## src/rtl/alu_cmd_sequencer.sv

```systemverilog
// Single-outstanding command sequencer in front of ALU_TOP.
// Define ALU_SEQ_TIMEOUT_EN to abort WAIT after TIMEOUT_CYCLES cycles.
module alu_cmd_sequencer #(
  parameter int WIDTH          = 16,
  parameter int TIMEOUT_CYCLES = 8
) (
  input  logic             clk,
  input  logic             RST,
  input  logic             cmd_valid,
  output logic             cmd_ready,
  input  logic [3:0]       cmd_fun,
  input  logic [WIDTH-1:0] cmd_a,
  input  logic [WIDTH-1:0] cmd_b,
  output logic [WIDTH-1:0] alu_a,
  output logic [WIDTH-1:0] alu_b,
  output logic [3:0]       alu_fun,
  output logic             alu_enable,
  input  logic [WIDTH-1:0] alu_out,
  input  logic             alu_out_valid,
  output logic             rsp_valid,
  input  logic             rsp_ready,
  output logic [WIDTH-1:0] rsp_data,
  output logic [3:0]       rsp_fun,
  output logic             rsp_error,
  output logic             busy,
  output logic [7:0]       done_count
);

  typedef enum logic [1:0] {
    S_IDLE,
    S_ISSUE,
    S_WAIT,
    S_RESP
  } state_t;

  state_t           r_state;
  logic [WIDTH-1:0] r_alu_a;
  logic [WIDTH-1:0] r_alu_b;
  logic [3:0]       r_alu_fun;
  logic [WIDTH-1:0] r_rsp_data;
  logic [3:0]       r_rsp_fun;
  logic [7:0]       r_done_count;

  if (TIMEOUT_CYCLES < 1) begin : g_bad_timeout
    $error("TIMEOUT_CYCLES must be at least 1");
  end

`ifdef ALU_SEQ_TIMEOUT_EN
  localparam int CW = $clog2(TIMEOUT_CYCLES + 1);

  logic [CW-1:0] r_wcnt;
  logic          r_rsp_error;
  logic          w_expire;

  // Last WAIT cycle: this one completes TIMEOUT_CYCLES waits.
  assign w_expire = (r_wcnt == CW'(TIMEOUT_CYCLES - 1));
`endif

  always_ff @(posedge clk or negedge RST) begin
    if (!RST) begin
      r_state      <= S_IDLE;
      r_alu_a      <= '0;
      r_alu_b      <= '0;
      r_alu_fun    <= '0;
      r_rsp_data   <= '0;
      r_rsp_fun    <= '0;
      r_done_count <= '0;
`ifdef ALU_SEQ_TIMEOUT_EN
      r_wcnt       <= '0;
      r_rsp_error  <= 1'b0;
`endif
    end else begin
      unique case (r_state)
        S_IDLE: begin
          if (cmd_valid) begin
            r_alu_a   <= cmd_a;
            r_alu_b   <= cmd_b;
            r_alu_fun <= cmd_fun;
            r_state   <= S_ISSUE;
          end
        end
        S_ISSUE: begin
          r_state <= S_WAIT;
`ifdef ALU_SEQ_TIMEOUT_EN
          r_wcnt  <= '0;
`endif
        end
        S_WAIT: begin
          // A late result in the expiry cycle still wins.
          if (alu_out_valid) begin
            r_rsp_data  <= alu_out;
            r_rsp_fun   <= r_alu_fun;
            r_state     <= S_RESP;
`ifdef ALU_SEQ_TIMEOUT_EN
            r_rsp_error <= 1'b0;
`endif
          end
`ifdef ALU_SEQ_TIMEOUT_EN
          else if (w_expire) begin
            r_rsp_data  <= '0;
            r_rsp_fun   <= r_alu_fun;
            r_rsp_error <= 1'b1;
            r_state     <= S_RESP;
          end else begin
            r_wcnt <= r_wcnt + 1'b1;
          end
`endif
        end
        S_RESP: begin
          if (rsp_ready) begin
            r_done_count <= r_done_count + 8'd1;
            r_state      <= S_IDLE;
          end
        end
        default: r_state <= S_IDLE;
      endcase
    end
  end

  assign cmd_ready  = (r_state == S_IDLE);
  assign alu_enable = (r_state == S_ISSUE);
  assign rsp_valid  = (r_state == S_RESP);
  assign busy       = (r_state != S_IDLE);
  assign alu_a      = r_alu_a;
  assign alu_b      = r_alu_b;
  assign alu_fun    = r_alu_fun;
  assign rsp_data   = r_rsp_data;
  assign rsp_fun    = r_rsp_fun;
  assign done_count = r_done_count;

`ifdef ALU_SEQ_TIMEOUT_EN
  assign rsp_error = r_rsp_error;
`else
  assign rsp_error = 1'b0;
`endif

endmodule

```

## config.mk

```make
export PLATFORM = sky130hd
export DESIGN_NAME = alu_cmd_sequencer
export DESIGN_NICKNAME = d
export VERILOG_FILES = /design/src/rtl/alu_cmd_sequencer.sv
export SDC_FILE = /design/constraint.sdc
export NUM_CORES = 1
export LEC_CHECK = 0
export ABC_AREA = 1
export BUFFER_PORTS_ARGS = -buffer_cell sky130_fd_sc_hd__buf_4
export CORE_MARGIN = 2
export CORE_UTILIZATION = 42
export DETAILED_ROUTE_END_ITERATION = 8
export PLACE_DENSITY = 0.86
export SETUP_SLACK_MARGIN = 0.15
export SYNTH_ARGS = -nofsm -noshare
export SYNTH_HDL_FRONTEND = slang
export SYNTH_SLANG_ARGS = --single-unit
```

## constraint.sdc

```tcl
create_clock -name clk -period 1.5 [get_ports clk]
set_input_delay 0.15 -clock clk [delete_from_list [all_inputs] [get_ports clk]]
set_output_delay 0.15 -clock clk [all_outputs]
set_load 0.02 [all_outputs]
```

==> results.tsv <==
stage	metric	value	unit
final_layout	area_growth	53.9	%
yosys	synth_compound_area_share	1.80	%
placement	port_buffers	124	
global_route	gr-total-overflow	0	
worst_setup_path	crit_fanout	6	
hold_path	min_from	cmd_a[8]	
sta	fmax	721	MHz
hold_path	holdPathStages	2	
power_and_ir_drop	power_density	2340	nW/um^2
yosys	seq_area_frac_synth	59.4	%
global_route	grt.total_usage	18.7	%
global_route	grt_first_pass_wirelength	10300	um
placement	place_inst	399	
worst_setup_path	start_kind	flop	
floorplanning	dieArea	7290	um^2
sta	setup_viol	0	
route	drcViolationCount	0	
cts	cts_tree	done	
outcome	status	finished clean	
yosys	async_reset_ff_share	100	%
sta	finalCriticalPeriod	1.39	ns
sta	fin_tns_setup	0	ns
route	detail-route-antenna-nets	0	
cts	cts_max_path_buffers	2	
power_and_ir_drop	p_total	0.0100	W
power_and_ir_drop	p_leak	2.23	nW
yosys	synth_top_family_by_area	multiplexers	
sta	finalMaxSlewViolations	0	
worst_setup_path	reg2reg_to	rsp_data[6]	
run	drv_cap	0	
final_layout	n_antenna_cell	0	
route	dr.pass1.iters	4	
worst_setup_path	ff2ff_setup_slack	0.11	ns
sta	post-route-period-util	92.5	%
route	wl	6700	um
floorplanning	fp.coreArea	6390	um^2
floorplanning	start_util	43.6	%
yosys	syn_inst	201	
yosys	synth_most_common_cell	dfrtp_1	
yosys	synth.cell_area	2780	um^2
route	wl_per_cell	15.8	um
floorplanning	io_pins	126	
yosys	synth_top_area_share	59.4	%
worst_setup_path	worstPathArrival	1.61	ns
floorplanning	die_h	85.4	um
sta	finalHoldViolations	0	
yosys	synth-main-ff-cell	dfrtp_1	
sta	whs	0.0294	ns
cts	clkTransAtPathRegs	0.08	ns
global_route	grt_antenna_before_repair	0	
cts	clockRootBuffer	clkbuf_8	
route	first_iter_violations	53	
hold_path	hold_class	input pin to flop	
yosys	syn_nets	263	
final_layout	final_nets	405	
yosys	synth-xor-area-share	1.26	%
yosys	syn_area_per_cell	13.8	um^2
floorplanning	die_w	85.4	um
sta	rsz0062_at_grt	yes	
yosys	synthSimpleGateAreaFrac	5.98	%
cts	htreeDepth	3	
final_layout	drive_gt1_share	61.8	%
route	via_count	2009	
cts	clkSinkCount	66	
global_route	grt_max_degree	38	
cts	cts_buffers	9	
floorplanning	row_count	29	
global_route	first_global_vias	2070	
worst_setup_path	slowest_stage	dfrtp_1	
worst_setup_path	reg2regPathDepth	5	
worst_setup_path	crit_start	r_state[0]	
yosys	yosysTopAreaCell	dfrtp_1	
yosys	synth_area_leaders	dfrtp_1 (59%), mux2_4 (17%), mux2_2 (6.9%)	
worst_setup_path	r2r-start	r_state[0]	
worst_setup_path	cpPeakStageDelay	0.40	ns
worst_setup_path	cp.required	1.72	ns
worst_setup_path	crit_type	flop to flop	
yosys	yosys_warnings	0	
placement	dp_hpwl	4720	um
yosys	yosysUniqueCellTypes	19	
power_and_ir_drop	ir_drop	0.00142	V
yosys	synth.area.mux_share	24.2	%
yosys	synthAdderAreaFrac	2.25	%
worst_setup_path	cp-end-kind	flop	
cts	insertion_delay	0.34	ns
hold_path	hold_end	alu_a[8]	
final_layout	final_cells	425	
yosys	synth_edf_count	0	
yosys	synth-seq-cells	66	
yosys	synthTopCellsByCount	dfrtp_1 (66), mux2_4 (32), nand2_1 (24)	
worst_setup_path	path_cells	inv_2 -> buf_12 -> ha_4 -> nand2_4 -> mux2_2	
sta	fin_worst_skew	0.0117	ns
route	via_per_inst	4.73	
placement	gp_congestion	0.738	
==> cell type report <==
cell class,count,area [um^2]
clock inverter,7,101
multi-input combinational,111,1120
sequential,66,1650
clock buffer,9,124
inverter,19,71.3
tap,77,96.3
timing repair buffer,136,1120
fill,493,2100
==> per-stage QoR <==
stage | util [%] | setup WS, ns | area (um^2)
floorplan | - | 0.153 | 2810
global placement | 59.8 | 0.101 | 3820
detailed placement | 59.8 | 0.0425 | 3820
CTS | 65.2 | 0.104 | 4170
global route | 67.0 | 0.0771 | 4280
finish | 67.0 | 0.112 | 4280
==> kinds of logic (layout without fill, tap and decap cells) <==
family / after synthesis / in the layout
AOI/OAI and AO/OA: 10 / 10
adders and majority gates: 5 / 5
DFF: 66 / 66
and+or+nand+nor: 40 / 42
xor gates and xnor gates: 4 / 4
other: 1 / 1
muxes: 49 / 49
buffers and inverters: 26 / 171
==> worst max-delay path: cells and delay by family, from the launching register on <==
family        cells  cell delay [ns]
flops             1             0.40
mux               1             0.34
buf+inv           2             0.21
fa+ha+maj         1             0.21
simple gates      1             0.12
==> layout by cell type (no fill, tap or decap), drive strengths merged, types with 4 or more instances in the layout <==
master and n:
buf 135, inv 21, a21oi 4, nand3 4, nor2 8, nand2 28, dfrtp 66, clkbuf 9
mux2 49, ha 5, o21ai 6
==> routing by layer <==
layer,routed length (um),track usage [%],up-vias
met5,0,0,-
met4,93,6.93,0
met3,459,5.54,12
met2,3440,30.5,85
met1,2710,23.6,965
li1,-,-,947
==> registers in the layout (all words and copies together), names as in the netlist <==
register	flops
rsp_data	16
alu_fun	4
rsp_fun	4
alu_b	16
r_state	2
alu_a	16
done_count	8
==> where the power goes <==
part	internal (W)	total, W	switching [W]
registers	0.00264	0.00320	0.000558
clock network	0.000950	0.00169	0.000737
logic	0.00270	0.00513	0.00244
==> repair_timing <==
| item | CTS | global route |
|---|---|---|
| hold buffers | 1 | 0 |
| buffers inserted | 4 | 2 |
| hold endpoints to repair | 29 | 0 |
| resized for setup | 12 | 14 |
| endpoints found under the setup margin | 54 | 62 |
| cloned | 2 | 1 |
| pin swaps | 3 | 5 |
==> worst max path at each step <==
stage | end | slack, ns | cells after the start
finish | rsp_data[6] | 0.11 | 5
floorplan | alu_b[10] | 0.15 | 5
global route | alu_b[5] | 0.08 | 5
global placement | rsp_data[9] | 0.10 | 4
detailed placement | rsp_data[9] | 0.04 | 4
CTS | rsp_valid | 0.10 | 3
No activity file was read; power rests on OpenSTA's default activity.
